## config.mk

```make
export PLATFORM = sky130hd
export DESIGN_NAME = nx_axi4s_packetiser
export DESIGN_NICKNAME = d
export VERILOG_FILES = /design/src/rtl/nx_packetiser_pkg.sv /design/src/rtl/nx_packetiser_fifo.sv /design/src/rtl/nx_axi4s_packetiser.sv
export SDC_FILE = /design/constraint.sdc
export NUM_CORES = 1
export LEC_CHECK = 0
export CAP_MARGIN = 20
export CORE_AREA = 2 2 338 340
export CTS_CLUSTER_DIAMETER = 80
export DETAILED_ROUTE_END_ITERATION = 8
export DIE_AREA = 0 0 340 342
export SKIP_CTS_REPAIR_TIMING = 1
export SLEW_MARGIN = 20
export SYNTH_ARGS = -nofsm -noshare
export SYNTH_HDL_FRONTEND = slang
export SYNTH_SLANG_ARGS = --single-unit
```

## constraint.sdc

```tcl
create_clock -name i_clk -period 10.15 [get_ports i_clk]
set_input_delay 2.03 -clock i_clk [delete_from_list [all_inputs] [get_ports i_clk]]
set_output_delay 2.03 -clock i_clk [all_outputs]
set_load 0.02 [all_outputs]
```

## src/rtl/nx_packetiser_pkg.sv

```systemverilog
// Shared types and width helpers for the AXI4-stream packetiser.
// Holds the decision FSM state type and counter-width derivations.
package nx_packetiser_pkg;

  typedef enum logic [1:0] {
    EMPTY,
    HOLD,
    PRESENT
  } packetiser_state_t;

  // Bits needed to hold the values 0..max_val inclusive.
  function automatic int cnt_width(input int max_val);
    return $clog2(max_val + 1);
  endfunction

  localparam int DEF_MAX_BEATS = 64;
  localparam int DEF_TIMEOUT   = 1024;
  localparam int DEF_BEAT_W    = cnt_width(DEF_MAX_BEATS);
  localparam int DEF_TIMER_W   = cnt_width(DEF_TIMEOUT);

endpackage

```

## src/rtl/nx_packetiser_fifo.sv

```systemverilog
// Single-clock FIFO of {tlast, tdata} beats for the packetiser input.
// Ports: i_push/i_wdata write, i_pop/o_rdata read (show-ahead),
// o_full/o_empty flags and a registered occupancy o_count.
module nx_packetiser_fifo #(
  parameter int WIDTH = 129,
  parameter int DEPTH = 8
) (
  input  logic                       i_clk,
  input  logic                       i_rst,
  input  logic                       i_push,
  input  logic [WIDTH-1:0]           i_wdata,
  input  logic                       i_pop,
  output logic [WIDTH-1:0]           o_rdata,
  output logic                       o_full,
  output logic                       o_empty,
  output logic [$clog2(DEPTH+1)-1:0] o_count
);

  localparam int AW = $clog2(DEPTH);
  localparam int CW = $clog2(DEPTH + 1);

  logic [WIDTH-1:0] r_mem [DEPTH];
  logic [AW-1:0]    r_wptr;
  logic [AW-1:0]    r_rptr;
  logic [CW-1:0]    r_count;
  logic             w_push;
  logic             w_pop;

  assign o_full  = (r_count == CW'(DEPTH));
  assign o_empty = (r_count == '0);
  assign o_count = r_count;
  assign o_rdata = r_mem[r_rptr];

  assign w_push = i_push & ~o_full;
  assign w_pop  = i_pop & ~o_empty;

  always_ff @(posedge i_clk) begin
    if (w_push) begin
      r_mem[r_wptr] <= i_wdata;
    end
  end

  always_ff @(posedge i_clk or posedge i_rst) begin
    if (i_rst) begin
      r_wptr  <= '0;
      r_rptr  <= '0;
      r_count <= '0;
    end else begin
      if (w_push) begin
        r_wptr <= r_wptr + AW'(1);
      end
      if (w_pop) begin
        r_rptr <= r_rptr + AW'(1);
      end
      unique case ({w_push, w_pop})
        2'b10:   r_count <= r_count + CW'(1);
        2'b01:   r_count <= r_count - CW'(1);
        default: r_count <= r_count;
      endcase
    end
  end

endmodule

```

## src/rtl/nx_axi4s_packetiser.sv

```systemverilog
// Re-frames a sparse AXI4-stream into packets for host DMA. TLAST is
// forced on upstream TLAST, after MAX_BEATS beats, or after TIMEOUT
// idle cycles. Ports: i_ib_* inbound stream, o_ob_*/i_ob_axi4s_tready
// outbound stream, o_idle when fully drained. Optional stats counters
// o_stat_packets/o_stat_timeouts exist when NX_PACKETISER_STATS_EN is
// defined.
module nx_axi4s_packetiser
  import nx_packetiser_pkg::*;
#(
  parameter int AXI4_DATA_WIDTH = 128,
  parameter int DEPTH           = 8,
  parameter int MAX_BEATS       = 64,
  parameter int TIMEOUT         = 1024
) (
  input  logic                       i_clk,
  input  logic                       i_rst,
  input  logic [AXI4_DATA_WIDTH-1:0] i_ib_axi4s_tdata,
  input  logic                       i_ib_axi4s_tlast,
  input  logic                       i_ib_axi4s_tvalid,
  output logic                       o_ib_axi4s_tready,
  output logic [AXI4_DATA_WIDTH-1:0] o_ob_axi4s_tdata,
  output logic                       o_ob_axi4s_tlast,
  output logic                       o_ob_axi4s_tvalid,
  input  logic                       i_ob_axi4s_tready,
  output logic                       o_idle
`ifdef NX_PACKETISER_STATS_EN
  ,
  output logic [31:0]                o_stat_packets,
  output logic [31:0]                o_stat_timeouts
`endif
);

  localparam int DW    = AXI4_DATA_WIDTH;
  localparam int CNT_W = cnt_width(MAX_BEATS);
  localparam int TMR_W = cnt_width(TIMEOUT);
  localparam int FCW   = $clog2(DEPTH + 1);

  packetiser_state_t r_state;
  packetiser_state_t w_state_nxt;
  logic [DW-1:0]     r_data;
  logic [DW-1:0]     w_data_nxt;
  logic              r_last;
  logic              w_last_nxt;
  logic [CNT_W-1:0]  r_cnt;
  logic [CNT_W-1:0]  w_cnt_nxt;
  logic [TMR_W-1:0]  r_timer;
  logic [TMR_W-1:0]  w_timer_nxt;

  logic [DW:0]       w_fifo_rdata;
  logic              w_fifo_full;
  logic              w_fifo_empty;
  logic [FCW-1:0]    w_fifo_count;
  logic              w_push;
  logic              w_pop;
  logic              w_hs;
  logic              w_timeout_evt;
  logic [CNT_W-1:0]  w_base_cnt;
  logic [CNT_W-1:0]  w_pop_cnt;
  logic              w_pop_last;
  logic              w_more;

  assign w_push = i_ib_axi4s_tvalid & ~w_fifo_full;

  nx_packetiser_fifo #(
    .WIDTH (DW + 1),
    .DEPTH (DEPTH)
  ) u_fifo (
    .i_clk   (i_clk),
    .i_rst   (i_rst),
    .i_push  (w_push),
    .i_wdata ({i_ib_axi4s_tlast, i_ib_axi4s_tdata}),
    .i_pop   (w_pop),
    .o_rdata (w_fifo_rdata),
    .o_full  (w_fifo_full),
    .o_empty (w_fifo_empty),
    .o_count (w_fifo_count)
  );

  assign w_hs = (r_state == PRESENT) & i_ob_axi4s_tready;

  // A packet closing on this handshake restarts the count for the
  // beat popped in the same cycle.
  assign w_base_cnt = (w_hs & r_last) ? '0 : r_cnt;
  assign w_pop_cnt  = w_base_cnt + CNT_W'(1);
  assign w_pop_last = w_fifo_rdata[DW] |
                      (w_pop_cnt == CNT_W'(MAX_BEATS));

  // Occupancy after popping one beat, counting a same-cycle push.
  assign w_more = (w_fifo_count > FCW'(1)) | w_push;

  always_comb begin
    w_state_nxt   = r_state;
    w_data_nxt    = r_data;
    w_last_nxt    = r_last;
    w_cnt_nxt     = r_cnt;
    w_timer_nxt   = r_timer;
    w_pop         = 1'b0;
    w_timeout_evt = 1'b0;
    unique case (r_state)
      EMPTY: begin
        if (!w_fifo_empty) begin
          w_pop      = 1'b1;
          w_data_nxt = w_fifo_rdata[DW-1:0];
          w_cnt_nxt  = w_pop_cnt;
          if (w_pop_last) begin
            w_state_nxt = PRESENT;
            w_last_nxt  = 1'b1;
          end else begin
            w_state_nxt = HOLD;
            w_last_nxt  = 1'b0;
            w_timer_nxt = '0;
          end
        end
      end
      HOLD: begin
        if (!w_fifo_empty) begin
          w_state_nxt = PRESENT;
          w_last_nxt  = 1'b0;
        end else if (r_timer == TMR_W'(TIMEOUT - 1)) begin
          w_state_nxt   = PRESENT;
          w_last_nxt    = 1'b1;
          w_timeout_evt = 1'b1;
        end else begin
          w_timer_nxt = r_timer + TMR_W'(1);
        end
      end
      PRESENT: begin
        if (w_hs) begin
          w_cnt_nxt = w_base_cnt;
          if (!w_fifo_empty) begin
            w_pop      = 1'b1;
            w_data_nxt = w_fifo_rdata[DW-1:0];
            w_cnt_nxt  = w_pop_cnt;
            if (w_pop_last) begin
              w_last_nxt = 1'b1;
            end else if (w_more) begin
              w_last_nxt = 1'b0;
            end else begin
              w_state_nxt = HOLD;
              w_last_nxt  = 1'b0;
              w_timer_nxt = '0;
            end
          end else begin
            w_state_nxt = EMPTY;
          end
        end
      end
      default: begin
        w_state_nxt = EMPTY;
      end
    endcase
  end

  always_ff @(posedge i_clk or posedge i_rst) begin
    if (i_rst) begin
      r_state <= EMPTY;
      r_data  <= '0;
      r_last  <= 1'b0;
      r_cnt   <= '0;
      r_timer <= '0;
    end else begin
      r_state <= w_state_nxt;
      r_data  <= w_data_nxt;
      r_last  <= w_last_nxt;
      r_cnt   <= w_cnt_nxt;
      r_timer <= w_timer_nxt;
    end
  end

  assign o_ib_axi4s_tready = ~w_fifo_full;
  assign o_ob_axi4s_tdata  = r_data;
  assign o_ob_axi4s_tlast  = r_last;
  assign o_ob_axi4s_tvalid = (r_state == PRESENT);
  assign o_idle = w_fifo_empty & (r_state == EMPTY);

`ifdef NX_PACKETISER_STATS_EN
  logic [31:0] r_stat_packets;
  logic [31:0] r_stat_timeouts;

  always_ff @(posedge i_clk or posedge i_rst) begin
    if (i_rst) begin
      r_stat_packets  <= '0;
      r_stat_timeouts <= '0;
    end else begin
      if (w_hs && r_last && !(&r_stat_packets)) begin
        r_stat_packets <= r_stat_packets + 32'd1;
      end
      if (w_timeout_evt && !(&r_stat_timeouts)) begin
        r_stat_timeouts <= r_stat_timeouts + 32'd1;
      end
    end
  end

  assign o_stat_packets  = r_stat_packets;
  assign o_stat_timeouts = r_stat_timeouts;
`endif

endmodule

```

# Word level (Yosys, flattened, before mapping)
# Memories as Yosys holds them, arrays and structs flattened.
# Cells that the tools add are included.
# classes
n_eq_ne	18
addsub	6
mux	38
n_bitwise	10
order_cmp	1
n_reduce_logical	10
# ops
operator	n
two-way mux 128 bit	2
one-hot mux 128 bit (2 select lines)	1
two-way mux 11 bit	8
one-hot mux 11 bit (3 select lines)	1
two-way mux 7 bit	4
two-way mux 2 bit	8
one-hot mux 7 bit (2 select lines)	1
inequality test 2 bit (second input constant)	6
adder 11 x 1 -> 11 bit (second input constant)	1
== test 11 x 10 -> 1 bit (second input constant)	1
two-way mux 1 bit	9
AND reduction 9 bit	1
one-hot mux 4 bit (2 select lines)	1
adder 7 x 1 -> 7 bit (second input constant)	1
== test 7 bit (second input constant)	1
adder 3 x 1 -> 3 bit (second input constant)	2
AND 1 bit	6
inequality test 3 x 2 -> 1 bit (second input constant)	2
one-hot mux 2 bit (3 select lines)	1
AND reduction 3 bit	2
AND reduction 5 bit	1
adder 4 x 1 -> 4 bit (second input constant)	1
== test 2 x 1 -> 1 bit (second input constant)	2
== test 2 bit (second input constant)	2
other kinds (14)	18
# totals
n_memories	1
out_inout_bits	132
wordCells	92
in_bits	133
register_bits	159
ramBits	1032
# mem_list
name	words	word_bits	rd	rd_clocked_by_memory_dff	write_ports	line_no	source
u_fifo.r_mem	8	129	1	0	1	nx_packetiser_fifo.sv:22	logic [WIDTH-1:0] r_mem [DEPTH];

# Longest topological paths before layout
# Gate-level depths: netlist of run 1.
# logic_depth
depth_word	11
mapped_depth	10
ltp_nobuf	9

# Modules after synthesis
# Synthesis of run 1 repeated with hierarchy kept, for this count alone.
# hier_totals
cells_unflattened	2242
hier_area_um2	45667.5
# by_module_without_submodules
mod	area_per_inst_um2	instances	cells_each	seq_area_each_um2
nx_packetiser_fifo	39606.7	1	1559	31240.0
nx_axi4s_packetiser	6060.8	1	683	3728.6

# Least setup slack after synthesis of run 1
# Ideal clock, no wire load.
# synth_path
kind	input to register
startpoint	in i_ib_axi4s_tvalid
endpoint	mem u_fifo.r_mem[0][0], enable pin
stages	3
t_required_ps	9375
setup_time_ps	775
arrival_ps	11154
setup_slack_ps	-1779
path_buffers	0
cell_sequence	nand2_1 > or2_2 > nor3_1
# synth_via
elab_chain_len	4
# synth_rtl
item	line_no	source
start: declaration	nx_axi4s_packetiser.sv:19	input logic i_ib_axi4s_tvalid,
AND 1 bit	nx_axi4s_packetiser.sv:62	assign w_push = i_ib_axi4s_tvalid & ~w_fifo_full;
AND 1 bit	nx_packetiser_fifo.sv:34	assign w_push = i_push & ~o_full;
two-way mux 1 bit	nx_packetiser_fifo.sv:38	if (w_push) begin
two-way mux 1 bit (not written as such)	nx_packetiser_fifo.sv:39	r_mem[r_wptr] <= i_wdata;
end: declaration	nx_packetiser_fifo.sv:22	
# Every way passes these cells.

# Worst setup path in the final report of run 1
# layout_path
startpoint	in i_ib_axi4s_tvalid
endpoint	mem u_fifo.r_mem[0][19], enable pin
# Same word-level chain as after synthesis.

==> qor.yml, run 1 <==
outcome: "finished clean"
drv_slew: 0
drive_above_1_share_pct: 19.7
syn_to_final_growth_pct: 18.9
setup_viol: 0
netlist_top_cells_area: "edfxtp_1 (69%), mux4_2 (13%), dfrtp_1 (8.9%), mux2i_1 (2.9%), o21ai_0 (1.5%)"
port-buffer-count: 264
worst_pin_slew_ps: 1040
grt_pass1_wl_mm: 147
yosys_warnings: 0
clkLatencyLatePin_ps: 700
clock-root-buffer: "clkbuf_16"
ys_seq_elements: 1191
place_area_um2: 49200
setup_tns_ps: 0
max_freq_mhz: 209
dpl.hpwl_mm: 53.0
ys_types: 53
drtAntennaViolNets: 0
yosysSeqAreaShare_pct: 78.2
end_kind: "flip-flop"
fin_worst_skew_ps: 25.0
fin_nets: 2556
period_share_pct: 47.2
r2r_slack_ps: 6250
grt_max_degree: 157
synth_nets: 2248
cts_buffers: 118
ys.flop_type: "edfxtp_1"
synth-edff-count: 1032
viasPerCell: 5.22
first_iter_violations: 1559
cts_tree: "yes"
p_leak_nw: 17.7
dr.pass1.iters: 5
required_ps: 10460
gr-total-overflow: 0
final_area_um2: 53200
p_per_area_nw_per_um2: 296
grt_setup_unrepaired: "false"
postSynthCellCount: 2107
wl_mm: 98.9
core_area_um2: 113000
synth_top_area_share_pct: 69.3
vdd_drop_max_uv: 245
grt_pass1_vias: 22300
avgRoutedWirePerCell_um: 24.5
crit_fanout: 40
placed_cells: 3807
rows: 124
syn-cell-area_um2: 44700
synth_top_cell_by_area: "edfxtp_1"
crit_arrival_ps: 5100
drc_errors: 0
finalHoldViolations: 0
die_w_um: 340
hold_path_class: "reg -> reg"
ios: 265
cts.clk_slew.worst_paths_ps: 60
async_flop_share_pct: 13.4
grt_usage_pct: 17.0
min_period_ps: 4790
antenna_found_initial: 33
syn_area_per_cell_um2: 21.2
cp-start-kind: "input pin"
worstSetupPathType: "in -> reg"
vias: 21100
slew_headroom_pct: 30.7
cap_violations: 0
fp.dieH_um: 342
gp_congestion: 0.728
cts_max_level: 3
clockBufferDepth: 3
cts_num_sinks: 1191
instances_no_fill: 4035
initial_utilization_pct: 39.6
design.die.area_um2: 116000
-- per-layer routing --
| metal | up-vias | part of all wire [%] | track usage, % |
|---|---|---|---|
| li1 | 9224 | - | - |
| met1 | 11100 | 43 | 22.9 |
| met2 | 555 | 48 | 27.4 |
| met3 | 183 | 7.3 | 4.74 |
| met4 | 58 | 1.8 | 4.56 |
| met5 | - | 0.38 | 0 |
-- cells in the mapped netlist (all sizes together), types with 2 or more instances --
library cell  count
inv               8
nand3            11
nor2             17
nor2b             5
a32o              2
a211oi            2
dfrtp           159
o21ai           140
mux4            258
and2              3
a31oi             7
o211a             2
nand2           153
xnor2             7
edfxtp         1032
and3              3
ha                8
nand3b            2
nor3              7
or3               2
mux2i           130
buf              69
nand2b            2
o41ai             2
clkbuf           38
xor2              3
a41oi             2
a21oi            13
nand4             2
nand4b            2
-- logic make-up (layout without fill, tap and decap cells) --
| kind of cell | Yosys count | after routing | synth area share (%) |
|---|---|---|---|
| DFF | 1191 | 1191 | 78.2 |
| muxes | 389 | 389 | 15.9 |
| other | 0 | 4 | 0 |
| and+or+nand+nor | 213 | 213 | 2.08 |
| buffers and inverters | 115 | 527 | 1.14 |
| AOI/OAI and AO/OA | 181 | 181 | 2.27 |
| adders and majority gates | 8 | 8 | 0.224 |
| xor gates and xnor gates | 10 | 10 | 0.196 |
-- cell type report --
type | count | area (um2)
Antenna cell | 4 | 10.0
Clock buffer | 148 | 3200
Tap cell | 1512 | 1890
Inverter | 8 | 37.5
Multi-Input combinational cell | 801 | 9330
Clock inverter | 76 | 788
Sequential cell | 1191 | 35000
Timing Repair Buffer | 295 | 2950
Fill cell | 9248 | 59900
-- registers in the layout, indices dropped and copies added (netlist names), 2 cells and up --
register and count:
u_fifo.r_mem 1032, o_ob_axi4s_tdata 128, u_fifo.r_rptr 3, u_fifo.r_wptr 3, r_timer 11, r_cnt 7
r_state 2, u_fifo.o_count 4
-- final timing paths --
kind / start / endpoint / depth (start not counted)
max in group asynchronous: i_rst / o_ob_axi4s_tdata[13] / 3
min in group asynchronous: i_rst / o_ob_axi4s_tdata[112] / 2
max reg2reg: u_fifo.o_count[0] / u_fifo.r_mem[0][19] / 8
max: i_ib_axi4s_tvalid / u_fifo.r_mem[0][19] / 6
min: o_ob_axi4s_tdata[80] / o_ob_axi4s_tdata[80] / 2
min reg2reg: o_ob_axi4s_tdata[80] / o_ob_axi4s_tdata[80] / 2
-- report_power, final --
group          total (mW)  internal [mW]  switching, mW  leakage [nW]
combinational        4.48           2.05           2.44          4.39
clock                4.43           2.61           1.81          1.97
sequential           6.82           6.30          0.522          11.3
-- through the flow --
stage / setup WS (ps) / util (%) / power, mW / hold WS (ps)
after global placement: 4590 / 43.5 / 11.4 / 464
after global routing: 5130 / 47.0 / 16.5 / 502
after CTS: 5330 / 47.0 / 16.0 / 483
final: 5360 / 47.0 / 15.7 / 478
after detailed placement: 4600 / 43.5 / 11.5 / 469
after floorplan: 1690 / - / 9.89 / 478
-- cell usage in the layout, fill, tap and decap left out, types with 4 or more instances in the layout --
cell / synthesis / layout
clkbuf_16: 0 / 121
mux4_2: 258 / 258
edfxtp_1: 1032 / 1032
xnor2_1: 7 / 7
nor2_1: 17 / 11
a21oi_1: 13 / 13
inv_1: 8 / 7
buf_12: 0 / 5
a31oi_1: 4 / 4
nand3_1: 11 / 11
mux2i_1: 130 / 130
bufinv_16: 0 / 15
dfrtp_1: 159 / 156
nand2_1: 152 / 152
ha_1: 8 / 8
clkinv_1: 0 / 20
o21ai_0: 137 / 137
clkbuf_1: 38 / 20
buf_4: 2 / 24
clkdlybuf4s50_1: 0 / 264
nor3_1: 7 / 5
clkinv_2: 0 / 30
nor2_4: 0 / 6
nor2b_1: 5 / 5
clkbuf_8: 0 / 7
diode_2: 0 / 4
-- critical path, stage by stage --
cell and delay, ps:
clkdlybuf4s50_1 590, nand2_1 160, or2_2 420, nor3_4 590, buf_4 560, buf_4 660
No activity file was read; power rests on OpenSTA's default activity.
==> run 2, diff against run 1 <==
- clock period: 10.15 -> 4.5 ns (I/O delays scaled with it)
==> run 2 against run 1 <==
Effect of this change:
- clock skew is 4.6 ps higher
- worst setup slack worse by 4200 ps
- die area stayed put
- non-clock buffer count is 17 higher
- via count is 1.0% higher
- critical path type is now reg -> out
- critical endpoint is now o_ib_axi4s_tready
- largest power group unchanged
- highest routed layer unchanged
==> qor.yml, run 2 (same netlist as run 1, synthesis figures left out) <==
largest_reg_flops: 1032  # unchanged
cts_num_sinks: 1191  # unchanged
first_iter_violations: 1554  # was 1559
placed_cells: 3824  # was 3807
gr-total-overflow: 0  # unchanged
port-buffer-count: 264  # unchanged
r2r_slack_ps: 1580  # was 6250 ps
period_share_pct: 73.6
n_fill_cell: 9195  # was 9248
syn_to_final_growth_pct: 20.9  # was 18.9%
final_cell_mix: "edfxtp_1 (1032), clkdlybuf4s50_1 (264), mux4_2 (258)"  # unchanged
fin_worst_skew_ps: 29.6  # was 25.0 ps
fp.dieH_um: 342  # unchanged
worst_pin_slew_ps: 1020  # was 1040 ps
drive_above_1_share_pct: 20.8  # was 19.7%
drtAntennaViolNets: 0  # unchanged
outcome: "finished clean"  # unchanged
grt_max_degree: 155  # was 157
drv_slew: 0  # unchanged
cts.clk_slew.worst_paths_ps: 60  # about the same
p_per_area_nw_per_um2: 675  # was 296 nW/um2
required_ps: 3600  # was 10460 ps
clkLatencyLatePin_ps: 740  # was 700 ps
r2r_cells: 9  # was 8
cpLargestDelayFamily: "buffers and inverters"  # unchanged
cts_tree: "yes"  # unchanged
instances_no_fill: 4071  # was 4035
ios: 265  # unchanged
antenna_found_initial: 22  # was 33
clock-root-buffer: "clkbuf_16"  # unchanged
dpl_worst_slack_ps: 914  # was 4600 ps
grt_setup_unrepaired: "false"  # unchanged
holdWs_ps: 478  # about the same
timing.final.ws_setup_ps: 1190  # was 5360 ps
clockBufferDepth: 3  # unchanged
critPathLaunch: "u_fifo.o_count[0]"  # was i_ib_axi4s_tvalid
vias: 21300  # was 21100
grt_usage_pct: 17.1  # was 17.0%
setup_viol: 0  # unchanged
slew_headroom_pct: 32.3  # was 30.7%
gp_congestion: 0.754  # was 0.728
crit_chain: "inv_2, ha_4, nand3b_1, clkdlybuf4s50_1"  # was clkdlybuf4s50_1, nand2_1, or2_2, nor3_4, buf_4, buf_4
avgRoutedWirePerCell_um: 24.2  # was 24.5 um
design.die.area_um2: 116000  # unchanged
drc_errors: 0  # unchanged
finalHoldViolations: 0  # unchanged
r2r-end: "u_fifo.o_count[3]"  # was u_fifo.r_mem[0][19]
end_kind: "output port"  # was flip-flop
cap_violations: 0  # unchanged
fin_nets: 2586  # was 2556
vdd_drop_max_uv: 410  # was 245 uV
dr.pass1.iters: 5  # unchanged
wl_mm: 98.3  # was 98.9 mm
rows: 124  # unchanged
crit_buf_inv: 2  # was 3
grt_pass1_vias: 22800  # was 22300
hold_path_class: "reg -> reg"  # unchanged
final_common_cell: "edfxtp_1"  # unchanged
grt_pass1_wl_mm: 148  # was 147 mm
crit_path_max_incr_delay_ps: 690  # was 660 ps
top_register: "u_fifo.r_mem"  # unchanged
initial_utilization_pct: 39.6  # unchanged
p_leak_nw: 18.0  # was 17.7 nW
min_period_ps: 3310
worstSetupPathType: "reg -> out"  # was in -> reg
r2r-start: "u_fifo.o_count[1]"  # was u_fifo.o_count[0]
crit_arrival_ps: 2410  # was 5100 ps
crit_cells: 4  # was 6
crit_fanout: 6  # was 40
cpMaxStageDelayCell: "clkdlybuf4s50_1"  # was buf_4
core_area_um2: 113000  # unchanged
die_w_um: 340  # unchanged
endpoint: "o_ib_axi4s_tready"  # was u_fifo.r_mem[0][19]
viasPerCell: 5.23  # was 5.22
dpl.hpwl_mm: 53.1  # was 53.0 mm
cts_max_level: 4  # was 3
cts_buffers: 131  # was 118
cp-start-kind: "flip-flop"  # was input pin
max_freq_mhz: 302
==> run 2: cell types whose count changed in the layout (fill, tap and decap cells not counted), sizes merged <==
cell      before  now
clkbuf       148  181
buf           31   48
clkinv        53   45
bufinv        15   10
diode          4    6
inv           13   11
clkinvlp       3    2
==> run 2: area by class of cell <==
| cell class | instances | area, um2 | area share [%] |
|---|---|---|---|
| well taps | 1512 | 1890 | 3.50 |
| repair buffers | 312 | 3400 | 6.29 |
| multi-input cells | 801 | 9350 | 17.3 |
| clock buffers | 181 | 3780 | 6.98 |
| diodes | 6 | 15.0 | 0.0278 |
| clock inverters | 60 | 633 | 1.17 |
| inverters | 8 | 33.8 | 0.0625 |
| flip-flops and latches | 1191 | 35000 | 64.7 |
==> run 2: worst reg2reg max path: cells and delay by family (launching register included) <==
| family | cells | cell delay, ps |
|---|---|---|
| compound gates | 1 | 220 |
| xor+xnor | 1 | 160 |
| fa+ha+maj | 2 | 500 |
| buf+inv | 2 | 390 |
| flops | 1 | 440 |
| simple gates | 3 | 1140 |
==> run 2: worst min-delay path by stage <==
stage                     cells past startpoint             startpoint                    end  slack [ps]
after floorplan                               2            r_timer[10]            r_timer[10]         480
after CTS                                     2   o_ob_axi4s_tdata[81]   o_ob_axi4s_tdata[81]         480
final                                         2  o_ob_axi4s_tdata[111]  o_ob_axi4s_tdata[111]         480
after global placement                        2    o_ob_axi4s_tdata[5]    o_ob_axi4s_tdata[5]         460
after global routing                          2    o_ob_axi4s_tdata[1]    o_ob_axi4s_tdata[1]         500
after detailed placement                      2  o_ob_axi4s_tdata[111]  o_ob_axi4s_tdata[111]         470
==> run 2: report_power, final <==
group / internal [mW] / switching, mW / total, mW / leakage (nW)
clock network: 6.47 / 4.27 / 10.7 / 2.17
logic: 4.81 / 5.69 / 10.5 / 4.56
registers: 14.2 / 1.04 / 15.2 / 11.3
total: 25.5 / 11.0 / 36.5 / 18.0
==> run 2: stage by stage <==
step	TNS (ps)	util (%)	power, mW	cell area, um2
floorplan	-267330	-	22.2	44800
global placement	0	43.9	26.0	49700
detailed placement	0	43.9	26.3	49700
CTS	0	47.8	37.1	54100
global route	0	47.8	38.3	54100
finish	0	47.8	36.5	54100
==> run 2: layer usage <==
layer | track usage, % | part of all wire [%] | up-vias
met5 | 0 | 0.20 | -
met4 | 5.11 | 1.8 | 30
met3 | 4.16 | 5.4 | 156
met2 | 27.3 | 48 | 518
met1 | 23.4 | 45 | 11300
li1 | - | - | 9292
